--- src/rtl/mem_arbiter_if.sv ---
// Core-side fetch/data ports and the single-ported memory bus of mem_arbiter.
// slave is the arbiter's view; master is the environment (core + memory) view.
interface mem_arbiter_if #(
   parameter int unsigned ADDR_W = 20
);
   logic              i_req;
   logic [31:0]       i_addr;
   logic              i_ready;
   logic [31:0]       i_rdata;
   logic              i_err;

   logic              d_req;
   logic              d_we;
   logic [31:0]       d_addr;
   logic [31:0]       d_wdata;
   logic              d_ready;
   logic [31:0]       d_rdata;
   logic              d_err;

   logic              m_valid;
   logic              m_we;
   logic [ADDR_W-1:0] m_addr;
   logic [31:0]       m_wdata;
   logic              m_ready;
   logic              m_rvalid;
   logic [31:0]       m_rdata;

   modport slave (
      input  i_req, i_addr, d_req, d_we, d_addr, d_wdata, m_ready, m_rvalid, m_rdata,
      output i_ready, i_rdata, i_err, d_ready, d_rdata, d_err, m_valid, m_we, m_addr, m_wdata
   );

   modport master (
      output i_req, i_addr, d_req, d_we, d_addr, d_wdata, m_ready, m_rvalid, m_rdata,
      input  i_ready, i_rdata, i_err, d_ready, d_rdata, d_err, m_valid, m_we, m_addr, m_wdata
   );
endinterface

--- src/rtl/mem_arbiter.sv ---
// Serialises the core's fetch and data ports onto one word-addressed memory bus,
// with address checking, one outstanding transaction and a response timeout.
module mem_arbiter #(
   parameter logic [31:0] BASE_ADDR = 32'h8000_0000,
   parameter int unsigned ADDR_W    = 20,
   parameter int unsigned TIMEOUT   = 255
) (
   input logic          clk,
   input logic          reset,
   mem_arbiter_if.slave bus
);
   localparam int unsigned      CNT_W     = 8;
   localparam logic [32:0]      WIN_BYTES = 33'(33'd4 << ADDR_W);
   localparam logic [CNT_W-1:0] CNT_LAST  = CNT_W'(TIMEOUT - 1);

   typedef enum logic [1:0] {IDLE, ISSUE, WAIT_RD, RESP} state_e;

   state_e             state_q;
   logic               last_data_q;
   logic               gnt_data_q;
   logic               gnt_we_q;
   logic [CNT_W-1:0]   cnt_q;

   logic               i_ready_q;
   logic               i_err_q;
   logic [31:0]        i_rdata_q;
   logic               d_ready_q;
   logic               d_err_q;
   logic [31:0]        d_rdata_q;
   logic               m_valid_q;
   logic               m_we_q;
   logic [ADDR_W-1:0]  m_addr_q;
   logic [31:0]        m_wdata_q;

   logic               grant_data_c;
   logic [31:0]        sel_addr_c;
   logic [31:0]        off_c;
   logic               bad_c;
   logic               tmo_c;

   // Round-robin tie-break only when both ports ask; address decode of the winner.
   always_comb begin
      grant_data_c = bus.d_req & (~bus.i_req | ~last_data_q);
      sel_addr_c   = grant_data_c ? bus.d_addr : bus.i_addr;
      off_c        = sel_addr_c - BASE_ADDR;
      bad_c        = (sel_addr_c[1:0] != 2'b00) || ({1'b0, off_c} >= WIN_BYTES);
      tmo_c        = (cnt_q == CNT_LAST);
   end

   always_ff @(posedge clk or negedge reset) begin
      if (!reset) begin
         state_q     <= IDLE;
         last_data_q <= 1'b0;
         gnt_data_q  <= 1'b0;
         gnt_we_q    <= 1'b0;
         cnt_q       <= '0;
         i_ready_q   <= 1'b0;
         i_err_q     <= 1'b0;
         i_rdata_q   <= '0;
         d_ready_q   <= 1'b0;
         d_err_q     <= 1'b0;
         d_rdata_q   <= '0;
         m_valid_q   <= 1'b0;
         m_we_q      <= 1'b0;
         m_addr_q    <= '0;
         m_wdata_q   <= '0;
      end else begin
         i_ready_q <= 1'b0;
         i_err_q   <= 1'b0;
         d_ready_q <= 1'b0;
         d_err_q   <= 1'b0;
         case (state_q)
            IDLE: begin
               cnt_q <= '0;
               if (bus.i_req || bus.d_req) begin
                  last_data_q <= grant_data_c;
                  gnt_data_q  <= grant_data_c;
                  gnt_we_q    <= grant_data_c & bus.d_we;
                  if (bad_c) begin
                     // Rejected without touching the memory bus.
                     state_q <= RESP;
                     if (grant_data_c) begin
                        d_ready_q <= 1'b1;
                        d_err_q   <= 1'b1;
                        d_rdata_q <= '0;
                     end else begin
                        i_ready_q <= 1'b1;
                        i_err_q   <= 1'b1;
                        i_rdata_q <= '0;
                     end
                  end else begin
                     state_q   <= ISSUE;
                     m_valid_q <= 1'b1;
                     m_we_q    <= grant_data_c & bus.d_we;
                     m_addr_q  <= off_c[ADDR_W+1:2];
                     m_wdata_q <= bus.d_wdata;
                  end
               end
            end

            ISSUE, WAIT_RD: begin
               cnt_q <= cnt_q + CNT_W'(1);
               if (state_q == ISSUE && bus.m_ready) begin
                  m_valid_q <= 1'b0;
                  cnt_q     <= '0;
                  if (gnt_we_q) begin
                     state_q   <= RESP;
                     d_ready_q <= 1'b1;
                  end else begin
                     state_q <= WAIT_RD;
                  end
               end else if (state_q == WAIT_RD && bus.m_rvalid) begin
                  state_q <= RESP;
                  cnt_q   <= '0;
                  if (gnt_data_q) begin
                     d_ready_q <= 1'b1;
                     d_rdata_q <= bus.m_rdata;
                  end else begin
                     i_ready_q <= 1'b1;
                     i_rdata_q <= bus.m_rdata;
                  end
               end else if (tmo_c) begin
                  // Memory never answered: abandon the command and report an error.
                  state_q   <= RESP;
                  m_valid_q <= 1'b0;
                  cnt_q     <= '0;
                  if (gnt_data_q) begin
                     d_ready_q <= 1'b1;
                     d_err_q   <= 1'b1;
                     d_rdata_q <= '0;
                  end else begin
                     i_ready_q <= 1'b1;
                     i_err_q   <= 1'b1;
                     i_rdata_q <= '0;
                  end
               end
            end

            RESP: begin
               state_q <= IDLE;
               cnt_q   <= '0;
            end

            default: state_q <= IDLE;
         endcase
      end
   end

   assign bus.i_ready = i_ready_q;
   assign bus.i_err   = i_err_q;
   assign bus.i_rdata = i_rdata_q;
   assign bus.d_ready = d_ready_q;
   assign bus.d_err   = d_err_q;
   assign bus.d_rdata = d_rdata_q;
   assign bus.m_valid = m_valid_q;
   assign bus.m_we    = m_we_q;
   assign bus.m_addr  = m_addr_q;
   assign bus.m_wdata = m_wdata_q;
endmodule

--- src/flat_wrapper.sv ---
// flat-port wrapper written by rule: the top's interface ports become plain ports
module mem_arbiter_flat 
#(
   parameter logic [31:0] BASE_ADDR = 32'h8000_0000,
   parameter int unsigned ADDR_W    = 20,
   parameter int unsigned TIMEOUT   = 255
)
  (clk, reset, bus_i_req, bus_i_addr, bus_d_req, bus_d_we, bus_d_addr, bus_d_wdata, bus_m_ready, bus_m_rvalid, bus_m_rdata, bus_i_ready, bus_i_rdata, bus_i_err, bus_d_ready, bus_d_rdata, bus_d_err, bus_m_valid, bus_m_we, bus_m_addr, bus_m_wdata);
  mem_arbiter_if #(.ADDR_W(ADDR_W)) bus_i ();
  input logic clk;
  input logic reset;
  input wire logic [$bits(bus_i.i_req)-1:0] bus_i_req;
  input wire logic [$bits(bus_i.i_addr)-1:0] bus_i_addr;
  input wire logic [$bits(bus_i.d_req)-1:0] bus_d_req;
  input wire logic [$bits(bus_i.d_we)-1:0] bus_d_we;
  input wire logic [$bits(bus_i.d_addr)-1:0] bus_d_addr;
  input wire logic [$bits(bus_i.d_wdata)-1:0] bus_d_wdata;
  input wire logic [$bits(bus_i.m_ready)-1:0] bus_m_ready;
  input wire logic [$bits(bus_i.m_rvalid)-1:0] bus_m_rvalid;
  input wire logic [$bits(bus_i.m_rdata)-1:0] bus_m_rdata;
  output wire logic [$bits(bus_i.i_ready)-1:0] bus_i_ready;
  output wire logic [$bits(bus_i.i_rdata)-1:0] bus_i_rdata;
  output wire logic [$bits(bus_i.i_err)-1:0] bus_i_err;
  output wire logic [$bits(bus_i.d_ready)-1:0] bus_d_ready;
  output wire logic [$bits(bus_i.d_rdata)-1:0] bus_d_rdata;
  output wire logic [$bits(bus_i.d_err)-1:0] bus_d_err;
  output wire logic [$bits(bus_i.m_valid)-1:0] bus_m_valid;
  output wire logic [$bits(bus_i.m_we)-1:0] bus_m_we;
  output wire logic [$bits(bus_i.m_addr)-1:0] bus_m_addr;
  output wire logic [$bits(bus_i.m_wdata)-1:0] bus_m_wdata;
  assign bus_i.i_req = bus_i_req;
  assign bus_i.i_addr = bus_i_addr;
  assign bus_i.d_req = bus_d_req;
  assign bus_i.d_we = bus_d_we;
  assign bus_i.d_addr = bus_d_addr;
  assign bus_i.d_wdata = bus_d_wdata;
  assign bus_i.m_ready = bus_m_ready;
  assign bus_i.m_rvalid = bus_m_rvalid;
  assign bus_i.m_rdata = bus_m_rdata;
  assign bus_i_ready = bus_i.i_ready;
  assign bus_i_rdata = bus_i.i_rdata;
  assign bus_i_err = bus_i.i_err;
  assign bus_d_ready = bus_i.d_ready;
  assign bus_d_rdata = bus_i.d_rdata;
  assign bus_d_err = bus_i.d_err;
  assign bus_m_valid = bus_i.m_valid;
  assign bus_m_we = bus_i.m_we;
  assign bus_m_addr = bus_i.m_addr;
  assign bus_m_wdata = bus_i.m_wdata;
  mem_arbiter #(.BASE_ADDR(BASE_ADDR), .ADDR_W(ADDR_W), .TIMEOUT(TIMEOUT)) u_core (.clk(clk), .reset(reset), .bus(bus_i));
endmodule
--- config.mk ---
export PLATFORM = sky130hd
export DESIGN_NAME = mem_arbiter_flat
export DESIGN_NICKNAME = d
export VERILOG_FILES = /design/src/rtl/mem_arbiter_if.sv /design/src/rtl/mem_arbiter.sv /design/src/flat_wrapper.sv
export SDC_FILE = /design/constraint.sdc
export NUM_CORES = 1
export LEC_CHECK = 0
export BUFFER_PORTS_ARGS = -buffer_cell sky130_fd_sc_hd__buf_4
export CORE_MARGIN = 1.5
export CORE_UTILIZATION = 49
export CTS_BUF_LIST = sky130_fd_sc_hd__clkbuf_4
export CTS_CLUSTER_SIZE = 30
export DETAILED_ROUTE_END_ITERATION = 16
export GPL_ROUTABILITY_DRIVEN = 0
export GPL_TIMING_DRIVEN = 0
export PLACE_DENSITY = 0.93
export SLEW_MARGIN = 20
export SYNTH_ARGS = -nofsm -noshare
export SYNTH_HDL_FRONTEND = slang
export SYNTH_SLANG_ARGS = --single-unit
--- constraint.sdc ---
create_clock -name clk -period 2.9 [get_ports clk]
set_input_delay 0.435 -clock clk [delete_from_list [all_inputs] [get_ports clk]]
set_output_delay 0.435 -clock clk [all_outputs]
set_load 0.1 [all_outputs]
Yosys cells after proc, flatten, opt, wreduce, memory -nomap -nowiden
Cells that the tools add are included.
{"block": "totals", "reg_bits": 134, "latch_bits": 0, "ramBits": 0, "romBits": 0, "wordCells": 113, "memories": 0}
{"block": "op_classes", "n_addsub": 2, "mul": 0, "div_mod_pow": 0, "order_cmp": 1, "eq_ne": 16, "shifts": 0, "mux": 59, "n_bitwise": 6, "reduce_logical": 15}
{"cell": "32-bit two-way mux", "count": 17}
{"cell": "32-bit case mux with 2 select lines", "count": 2}
{"cell": "32-bit by 23-bit greater-or-equal comparator with 1-bit output, second input constant", "count": 1}
{"cell": "32-bit subtractor, second input constant", "count": 1}
{"cell": "1-bit two-way mux", "count": 25}
{"cell": "8-bit two-way mux", "count": 3}
{"cell": "8-bit case mux with 2 select lines", "count": 1}
{"cell": "7-bit AND reduction", "count": 2}
{"cell": "2-bit two-way mux", "count": 5}
{"cell": "1-bit case mux with 2 select lines", "count": 5}
{"cell": "8-bit by 1-bit adder with 8-bit output, second input constant", "count": 1}
{"cell": "8-bit equality test, second input constant", "count": 1}
{"cell": "2-bit by 1-bit != test with 1-bit output, second input constant", "count": 4}
{"cell": "2-bit != test, second input constant", "count": 4}
{"cell": "3-bit by 1-bit != test with 1-bit output, second input constant", "count": 2}
{"cell": "2-bit case mux with 3 select lines", "count": 1}
{"cell": "5-bit AND reduction", "count": 1}
{"cell": "2-bit equality test, second input constant", "count": 2}
{"cell": "4-bit by 1-bit != test with 1-bit output, second input constant", "count": 1}
{"cell": "2-bit AND reduction", "count": 2}
{"cell": "2-bit nonzero test", "count": 2}
{"cell": "2-bit OR reduction", "count": 2}
{"cell": "3-bit by 2-bit != test with 1-bit output, second input constant", "count": 1}
{"cell": "1-bit NOT", "count": 3}
{"cell": "other kinds (7)", "count": 10}

Longest topological paths before layout
{"block": "logic_depth", "ltp_word": 10, "depth_mapped": 9}

Worst setup path after synthesis
No wires, ideal clock.
{"block": "synth_timing", "path_type": "flip-flop to flip-flop", "start": "reg u_core.state_q[0]", "end": "reg u_core.d_rdata_q[0], in the netlist u_core.bus.d_rdata[0]", "setup_time_ns": 0.126, "arrival_ns": 2.093, "setup_slack_ns": 0.681, "stages_incl_launch_ff": 8, "path_buffers": 1, "cell_sequence": "dfrtp_1 -> inv_1 -> ha_1 -> nor3b_1 -> or2_2 -> a2111oi_4 -> buf_6 -> mux2_4"}
{"block": "synth_via", "elab_chain_cells": 5, "word_cells_on_any_way": 17, "classes_between": "8 x eq/ne; 3 x mux; 6 x reduce/logical"}
{"item": "from (decl)", "line_no": "mem_arbiter.sv:18", "source": "state_e state_q;"}
{"item": "from (signal assigned)", "line_no": "mem_arbiter.sv:52", "source": "state_q <= IDLE;"}
{"item": "from (signal assigned)", "line_no": "mem_arbiter.sv:81", "source": "state_q <= RESP;"}
{"item": "from (signal assigned)", "line_no": "mem_arbiter.sv:92", "source": "state_q <= ISSUE;"}
{"item": "2-bit equality test", "line_no": "mem_arbiter.sv:72, mem_arbiter.sv:112"}
{"item": "1-bit logical AND", "line_no": "mem_arbiter.sv:112", "source": "end else if (state_q == WAIT_RD && bus.m_rvalid) begin"}
{"item": "32-bit two-way mux", "line_no": "mem_arbiter.sv:112"}
{"item": "32-bit two-way mux", "line_no": "mem_arbiter.sv:103", "source": "if (state_q == ISSUE && bus.m_ready) begin"}
{"item": "32-bit case mux with 2 select lines", "line_no": "mem_arbiter.sv:72", "source": "case (state_q)"}
{"item": "to (signal assigned)", "line_no": "mem_arbiter.sv:117", "source": "d_rdata_q <= bus.m_rdata;"}
{"item": "to (decl)", "line_no": "mem_arbiter.sv:29", "source": "logic [31:0] d_rdata_q;"}
Several ways; a longest one is shown, not always the timed one. The select of a mux whose other input is x is not followed.
A chain may end at the register's enable or synchronous reset.

Final worst setup path
{"block": "layout_timing", "start": "reg u_core.state_q[0]", "end": "reg u_core.d_rdata_q[2], in the netlist u_core.bus.d_rdata[2]"}
The elaborated chain is that of the path after synthesis.

==> flow_summary_export.csv <==
group,metric,value,unit
logic_synthesis,synth_adder_area_share,1.275,%
clock_tree,htreeDepth,4,
critical_path,path_buf_inv,2,
critical_path,worstSetupEndpointType,"flop",
critical_path,critPathLaunch,"u_core.state_q[0]$_DFFE_PN0P_",
drt,wl_per_cell,18.14,um
finish,area_growth,40.94,%
floorplanning,ios,257,
placement,dp_hpwl,12450,um
logic_synthesis,synthSimpleGateAreaFrac,9.989,%
sta,finalClockSkew,0.02291,ns
sta,rsz0062_at_grt,"no",
power,power_frac_comb,55.0,%
clock_tree,clockBufferDepth,2,
logic_synthesis,synthCells,441,
critical_path,crit_path_top_delay_cell,"a2111oi_4",
logic_synthesis,synth_top_family_by_area,"multiplexers",
sta,max_slew.worst_pin.slew,0.6903,ns
drt,vias,4547,
sta,max_freq,403.5,MHz
sta,slew_violations,0,
drt,vias_per_cell,5.197,
floorplanning,die-width,112.6,um
power,power.leakage,4.453,nW
clock_tree,cts_inserted_buffers,17,
logic_synthesis,avgSynthCellArea,13.35,sq um
clock_tree,post_cts_buffers,0,
placement,place_area,8023,sq um
logic_synthesis,ys_types,43,
power,powerDensity,944.4,nW/um^2
grt,grt_pass1_wl,25190,um
logic_synthesis,synth.area.mux_share,23.87,%
finish,mostFrequentLayoutCells,"buf_4, dfrtp_1, mux2_2",
critical_path,r2r_start,"u_core.state_q[0]$_DFFE_PN0P_",
power,clock_power_share,15.0,%
critical_path,critPathKind,"reg -> reg",
drt,antenna_left,0,
power,power_frac_seq,30.0,%
finish,final_common_cell,"buf_4",
clock_tree,cts_tree,"done",
grt,first_global_vias,4811,
critical_path,required,3.33,ns
logic_synthesis,async_flop_share,100.0,%
sta,finalHoldViolations,0,
sta,fin_crit_sh,85.45,%
power,swShare,49.19,%
floorplanning,dieArea,12680,sq um
clock_tree,cts.sinks,134,
run,maxCapViolCount,0,
critical_path,arrival,2.90,ns
floorplanning,row_count,39,
clock_tree,cts_root_buffer,"clkbuf_4",
critical_path,worstPathCellList,"inv_1 -> ha_1 -> nor3b_1 -> or2_2 -> a2111oi_4 -> buf_6 -> mux2_4",
clock_tree,clkTransAtPathRegs,0.12,ns
grt,grt_max_degree,73,
floorplanning,start_util,50.90,%
finish,fin_nets,859,
power,power.switching,3.855,mW
hold_path,min_from,"bus_d_wdata[28]",
drt,drtPass1Iterations,4,
logic_synthesis,synth_compound_area_share,4.548,%
logic_synthesis,yosys_most_used_dff,"dfrtp_1",
sta,period_needed,2.478,ns
logic_synthesis,yosysSeqAreaShare,56.96,%
critical_path,cp_slowest_stage_delay,0.56,ns
placement,io_buffers,256,
logic_synthesis,synth_nets,582,
critical_path,crit_family,"compound AO/OA/AOI/OAI gates",
logic_synthesis,syn_area,5887,sq um
drt,wirelength,15880,um
logic_synthesis,yosysWarnings,0,
critical_path,cp_max_fo,10,
power,p_int,3.981,mW
grt,overflow,0,
floorplanning,die_h,112.6,um
logic_synthesis,ys_ff_latch,134,
floorplanning,core-area,11560,sq um
power,max-vdd-ir-drop,0.0004147,V
drt,drc,0,
outcome,status,"completed",
clock_tree,clkLatencyLatePin,0.55,ns
sta,final-setup-viol-count,0,
finish,final_area,8297,sq um
grt,track_usage,26.02,%
hold_path,hold_path.class,"in -> reg",
sta,relSlewSlack,53.55,%
sta,fin_setup_tns,0,ns
drt,drt-initial-drc-count,245,
critical_path,cp-start-kind,"flop",
critical_path,ff2ff_setup_slack,0.42,ns
finish,drive_above_1_share,55.13,%
finish,nFillCells,786,
grt,antenna_found_initial,1,
logic_synthesis,synth_edf_count,0,
logic_synthesis,synthXorXnorAreaFrac,0.8927,%
## cell usage after synthesis (all sizes together) (2+ instances only)
cell / number / share of area, %
nand3b: 2 / 0.25
xor2: 5 / 0.74
a21boi: 2 / 0.26
nand4: 6 / 0.74
mux2: 97 / 20
mux2i: 20 / 3.4
dfrtp: 134 / 57
nand2: 31 / 2.0
clkbuf: 9 / 0.60
a21oi: 5 / 0.43
nand3: 9 / 0.77
and2: 33 / 3.5
inv: 3 / 0.19
and3: 2 / 0.21
nor4: 4 / 0.43
o21ai: 28 / 2.6
or2: 2 / 0.21
nor4b: 2 / 0.30
buf: 15 / 1.7
nor3b: 2 / 0.25
a31oi: 2 / 0.21
ha: 6 / 1.3
nor2: 12 / 0.77
## registers in the layout, summed over array words and instances (netlist names)
register	count
u_core.bus.d_err	1
u_core.bus.d_rdata	32
u_core.bus.d_ready	1
u_core.bus.i_err	1
u_core.bus.i_rdata	32
u_core.bus.i_ready	1
u_core.bus.m_addr	20
u_core.bus.m_valid	1
u_core.bus.m_wdata	32
u_core.bus.m_we	1
u_core.cnt_q	8
u_core.gnt_we_q	1
u_core.last_data_q	1
u_core.state_q	2
## power by group through the flow
stage	logic (mW)	registers (mW)	clock network [mW]
5_1_grt	4.48	2.38	1.28
3_3_place_gp	4.22	2.36	0
6_report	4.31	2.35	1.17
3_5_place_dp	4.31	2.39	0
2_1_floorplan	1.49	4.19	0
4_1_cts	4.32	2.35	1.20
## worst paths after layout
kind                                                           end  cells past startpoint
worst max-delay path             u_core.bus.d_rdata[2]$_DFFE_PN0P_                      7
worst min-delay path            u_core.bus.m_wdata[28]$_DFFE_PN0P_                      2
worst max register to register   u_core.bus.d_rdata[2]$_DFFE_PN0P_                      7
worst min register to register   u_core.bus.i_rdata[9]$_DFFE_PN0P_                      1
max in group asynchronous        u_core.bus.m_wdata[8]$_DFFE_PN0P_                      3
min in group asynchronous       u_core.bus.d_rdata[11]$_DFFE_PN0P_                      2
## what timing repair did
action	4_1_cts	5_1_grt
hold buffers	1	0
gates resized for setup	0	0
endpoints found under the hold margin	62	0
## kinds of logic (layout without fill, tap and decap cells)
| kind of cell | count (synthesis) | count (layout) |
|---|---|---|
| AOI/OAI and AO/OA | 42 | 42 |
| xor gates and xnor gates | 6 | 6 |
| adders and majority gates | 6 | 6 |
| buffers and inverters | 27 | 317 |
| DFF | 134 | 134 |
| muxes | 117 | 117 |
| other | 0 | 1 |
| and+or+nand+nor | 109 | 109 |
## layer usage
metal  vias up  track usage [%]  share of wire, %
met5         -                0                 0
li1       2103                -                 -
met2       211            47.07                53
met3        29            7.397               7.3
met1      2204            28.79                38
met4         0            10.46               2.3
## final cells by class
cell class	instances	area, sq um	area share [%]
well taps	143	178.9	2.157
flip-flops and latches	134	3353	40.42
multi-input cells	280	2389	28.79
diodes	1	2.502	0.03016
clock buffers	20	150.1	1.810
clock inverters	12	111.4	1.342
plain buffers	24	133.9	1.614
inverters	3	11.26	0.1357
repair buffers	258	1967	23.71
## per-stage QoR
| stage | util (%) | setup slack (ns) | std cells | hold slack, ns | power (mW) |
|---|---|---|---|---|---|
| after floorplan | - | 0.6811 | 441 | 0.1394 | 5.684 |
| after global placement | 69.07 | 0.4368 | 840 | 0.4647 | 6.583 |
| after detailed placement | 69.37 | 0.3326 | 841 | 0.4069 | 6.695 |
| after CTS | 71.72 | 0.4456 | 874 | 0.06960 | 7.865 |
| after global routing | 71.74 | 0.2591 | 875 | 0.06789 | 8.140 |
| final | 71.74 | 0.4219 | 875 | 0.1031 | 7.835 |
No activity file was read; power rests on OpenSTA's default activity.
